### src/rtl/serial_adder.sv
// Digit-serial adder: one DIGIT-bit slice reused STEPS times through a registered
// carry, with valid/ready handshakes on operands and result.
module serial_adder #(
   parameter int WIDTH = 8,
   parameter int DIGIT = 1
) (
   input  logic             clk,
   input  logic             rst,
   input  logic             in_valid,
   output logic             in_ready,
   input  logic [WIDTH-1:0] a,
   input  logic [WIDTH-1:0] b,
   input  logic             cin,
   output logic             out_valid,
   input  logic             out_ready,
   output logic [WIDTH-1:0] sum,
   output logic             cout,
   output logic             ovf
);
   localparam int STEPS = WIDTH / DIGIT;
   localparam int CW    = (STEPS > 1) ? $clog2(STEPS) : 1;

   generate
      if (WIDTH < 2 || DIGIT < 1 || (WIDTH % DIGIT) != 0) begin : g_bad_params
         $error("serial_adder: DIGIT must divide WIDTH and WIDTH must be >= 2");
      end
   endgenerate

   typedef enum logic [1:0] {IDLE, RUN, DONE} state_t;

   state_t           state;
   logic [CW-1:0]    count;
   logic             carry;
   logic [WIDTH-1:0] a_sr, b_sr;
   logic [DIGIT:0]   dsum;
   logic             c_msb;
   logic [WIDTH-1:0] sum_nxt;

   always_comb begin
      dsum  = {1'b0, a_sr[DIGIT-1:0]} + {1'b0, b_sr[DIGIT-1:0]} + {{DIGIT{1'b0}}, carry};
      // carry into the slice MSB recovered from that bit's sum: s = a ^ b ^ c_in
      c_msb = dsum[DIGIT-1] ^ a_sr[DIGIT-1] ^ b_sr[DIGIT-1];
   end

   generate
      if (DIGIT == WIDTH) begin : g_one_step
         assign sum_nxt = dsum[DIGIT-1:0];
      end else begin : g_multi_step
         assign sum_nxt = {dsum[DIGIT-1:0], sum[WIDTH-1:DIGIT]};
      end
   endgenerate

   assign in_ready  = (state == IDLE);
   assign out_valid = (state == DONE);

   always_ff @(posedge clk or posedge rst) begin
      if (rst) begin
         state <= IDLE;
         count <= '0;
         carry <= 1'b0;
         a_sr  <= '0;
         b_sr  <= '0;
         sum   <= '0;
         cout  <= 1'b0;
         ovf   <= 1'b0;
      end else begin
         case (state)
            IDLE: begin
               if (in_valid) begin
                  a_sr  <= a;
                  b_sr  <= b;
                  carry <= cin;
                  count <= '0;
                  state <= RUN;
               end
            end
            RUN: begin
               sum   <= sum_nxt;
               carry <= dsum[DIGIT];
               a_sr  <= a_sr >> DIGIT;
               b_sr  <= b_sr >> DIGIT;
               count <= count + CW'(1);
               if (count == CW'(STEPS - 1)) begin
                  cout  <= dsum[DIGIT];
                  ovf   <= c_msb ^ dsum[DIGIT];
                  state <= DONE;
               end
            end
            DONE: begin
               if (out_ready) state <= IDLE;
            end
            default: state <= IDLE;
         endcase
      end
   end
endmodule

### config.mk
export PLATFORM = sky130hd
export DESIGN_NAME = serial_adder
export DESIGN_NICKNAME = d
export VERILOG_FILES = /design/src/rtl/serial_adder.sv
export SDC_FILE = /design/constraint.sdc
export NUM_CORES = 1
export LEC_CHECK = 0
export CAP_MARGIN = 20
export CORE_MARGIN = 2
export CORE_UTILIZATION = 51
export CTS_BUF_LIST = sky130_fd_sc_hd__clkbuf_4
export DETAILED_ROUTE_END_ITERATION = 8
export PLACE_DENSITY = 0.81
export REMOVE_ABC_BUFFERS = 1
export SLEW_MARGIN = 20
export SYNTH_ARGS = -nofsm -noshare
export SYNTH_HDL_FRONTEND = slang
export SYNTH_SLANG_ARGS = --single-unit
### constraint.sdc
create_clock -name clk -period 1.9 [get_ports clk]
set_clock_uncertainty 0.15 [all_clocks]
set_input_delay 0.38 -clock clk [delete_from_list [all_inputs] [get_ports clk]]
set_output_delay 0.38 -clock clk [all_outputs]
set_load 0.01 [all_outputs]
==> impl_metrics.yaml <==
yosys:
  yosysUniqueCellTypes: 28
  synth_mux_area_share_pct: 8.631
  ys_ff_latch: 32
  synth_area_leaders: "dfrtp_1 56%, mux2_1 6.3%, a2bb2oi_1 4.9%"
  yosysWarnings: 0
  synth-compound-area-share_pct: 19.27
  synth_seq_area_share_pct: 55.80
  yosysMostFrequentCell: "dfrtp_1"
  synth-async-reset-ratio_pct: 100.0
  syn_area_per_cell_um2: 11.96
  synth_top_cell_by_area: "dfrtp_1"
  synth_top_area_share_pct: 55.80
  postSynthCellCount: 120
  synth_top_family_by_area: "compound AO/OA/AOI/OAI gates"
  yosys-top-cells-count: "32 x dfrtp_1, 10 x inv_1, 9 x o22ai_1"
  synthFlopType: "dfrtp_1"
  synth_xor_area_share_pct: 1.831
  synthAdderAreaFrac_pct: 3.139
  synth_edf_count: 0
  syn_area_mm2: 0.001435
  synth-simple-area-share_pct: 5.667
final_layout:
  diodes: 0
  final_cells: 199
  stdcell_area_mm2: 0.001968
  area_growth_pct: 37.14
  drive_above_1_share_pct: 18.45
  final_nets: 191
worst_setup_path:
  worstPathMaxFanout: 4
  crit_family: "buffers and inverters"
  path_class: "reg -> out"
  end_kind: "output pin"
  cp_slowest_stage_delay_ns: 0.39
  crit_slowest_cell: "dfrtp_1"
  worstPathArrival_ns: 1.32
  cp-start-kind: "flip-flop"
  path_buf_inv: 2
  required_ns: 1.37
  cp_cell_sequence: "buf_4 > nor2_2 > dlygate4sd2_1"
placed_design:
  portBuffers: 32
  hpwlAfterDp_um: 2142
  dp.cells: 188
  routabilityCongestion: 0.8338
  placed_area_mm2: 0.001861
route:
  wl_um: 2929
  ant_nets: 0
  via_per_inst: 5.658
  wl_per_cell_um: 14.72
  vias: 1126
  route.detailed.drc: 0
  firstDrtPassIters: 4
  dr.first_iter.drc_count: 27
cts:
  path_clk_slew_ns: 0.10
  ctsRootBufferMaster: "clkbuf_4"
  clk_latency_ns: 0.34
  clock_path_buffers: 2
  cts_tree: "built"
  htree_levels: 2
  cts_buffers: 5
  hold_buffers: 0
  clock_sinks: 32
sta:
  worst_slew_pin_slew_ns: 0.3926
  maxSlewHeadroom_pct: 73.83
  hold-worst-slack_ns: 0.2683
  fmax_ghz: 0.5396
  final-max-slew-violation-count: 0
  post-route-period-util_pct: 97.54
  period_minus_slack_ns: 1.853
  setup_viol: 0
  rsz0062_at_grt: "no"
  tns_ns: 0
  hold_violations: 0
global_route:
  grt_pass1_wl_um: 5009
  grt_pass1_vias: 1162
  gr-total-overflow: 0
  grt_max_degree: 33
  antenna_found_initial: 0
  grt_usage_pct: 19.95
pwr:
  powerDensity_mw_per_mm2: 1724
  irDropWorstVdd_mv: 1.282
  p_leak_uw: 0.0008881
floorplan:
  die_w_um: 57.05
  rows: 19
  ios: 33
  die-area_mm2: 0.003254
  die-height_um: 57.05
  start_util_pct: 52.95
  core_region_area_mm2: 0.002710
run_status:
  status: "completed"
job:
  maxCapViolCount: 0
worst_hold_path:
  min_path_type: "in -> async"
path summary, 6_finish.rpt:
kind | from | depth (start not counted) | endpoint | slack, ns
worst min register to register | sum[0]$_DFFE_PP0N_ | 1 | sum[0]$_DFFE_PP0N_ | 0.36
min in group clk | sum[0]$_DFFE_PP0N_ | 1 | sum[0]$_DFFE_PP0N_ | 0.36
worst min-delay path | rst | 3 | sum[4]$_DFFE_PP0N_ | 0.27
worst max register to register | a_sr[0]$_DFFE_PP0P_ | 4 | ovf$_DFFE_PP0P_ | 0.06
worst max-delay path | state[1]$_DFFE_PP0P_ | 3 | in_ready | 0.05
max in group asynchronous | rst | 3 | state[0]$_DFFE_PP0P_ | 1.03
kinds of logic after synthesis:
group / count (synthesis)
compound gates: 37
flops: 32
buf+inv: 18
simple gates: 16
mux: 11
xor+xnor: 3
fa+ha+maj: 3
state kept, by name (all words and copies together) (netlist names):
register  count
a_sr          8
b_sr          8
carry         1
count         3
cout          1
ovf           1
state         2
sum           8
report_power, final:
part	switching (uW)	internal, uW
combinational	674	968
clock	233	290
sequential	212	1020
total	1120	2270
worst register-to-register path, stage by stage, from the launching register on:
cell     delay [ns]
dfrtp_1        0.43
fa_1           0.59
xor2_1         0.20
xnor2_1        0.10
mux2_4         0.27
layout make-up:
type | instances | area [um^2]
well taps | 31 | 38.79
repair buffers | 48 | 450.4
fillers | 220 | 742.0
clock inverters | 2 | 35.03
multi-input cells | 70 | 559.3
inverters | 10 | 37.54
clock buffers | 6 | 45.04
flip-flops and latches | 32 | 802.0
timing repair:
item | in CTS | in global routing
setup endpoints to repair | 2 | 1
pin swaps | 0 | 3
resized for setup | 4 | 1
buffers inserted | 1 | 2
gates cloned | 0 | 0
cell usage in the layout, fill, tap and decap left out, drive strengths merged:
cell           instances
fa                     1
a21oi                  3
nand3                  1
a32o                   1
o221ai                 1
nand2b                 2
a22oi                  5
clkbuf                 6
xor2                   1
inv                   10
xnor2                  2
o22a                   5
dlygate4sd2            2
nand2                  2
o22ai                  9
nor2b                  3
ha                     2
clkdlybuf4s50         30
o21ai                  2
o31ai                  1
buf                   16
mux2                  11
bufinv                 1
clkinv                 1
a22o                   2
dfrtp                 32
a2bb2oi                8
nor2                   8
stage by stage:
stage	utilization (%)	power (uW)	worst slack (ns)
final	72.62	3392	0.04678
after detailed placement	68.65	2840	0.07450
after global placement	68.65	2764	0.1416
after floorplan	-	2169	0.1802
after global routing	72.62	3631	0.0008098
after CTS	71.93	3373	0.04171
per-layer routing:
metal / track usage [%] / wire (um) / up-vias
li1: - / - / 527
met2: 34.98 / 1494 / 38
met1: 23.15 / 1215 / 556
met5: 0 / 0 / -
met4: 6.977 / 48 / 0
met3: 6.122 / 171 / 5
Power figures use the tool's default switching activity.
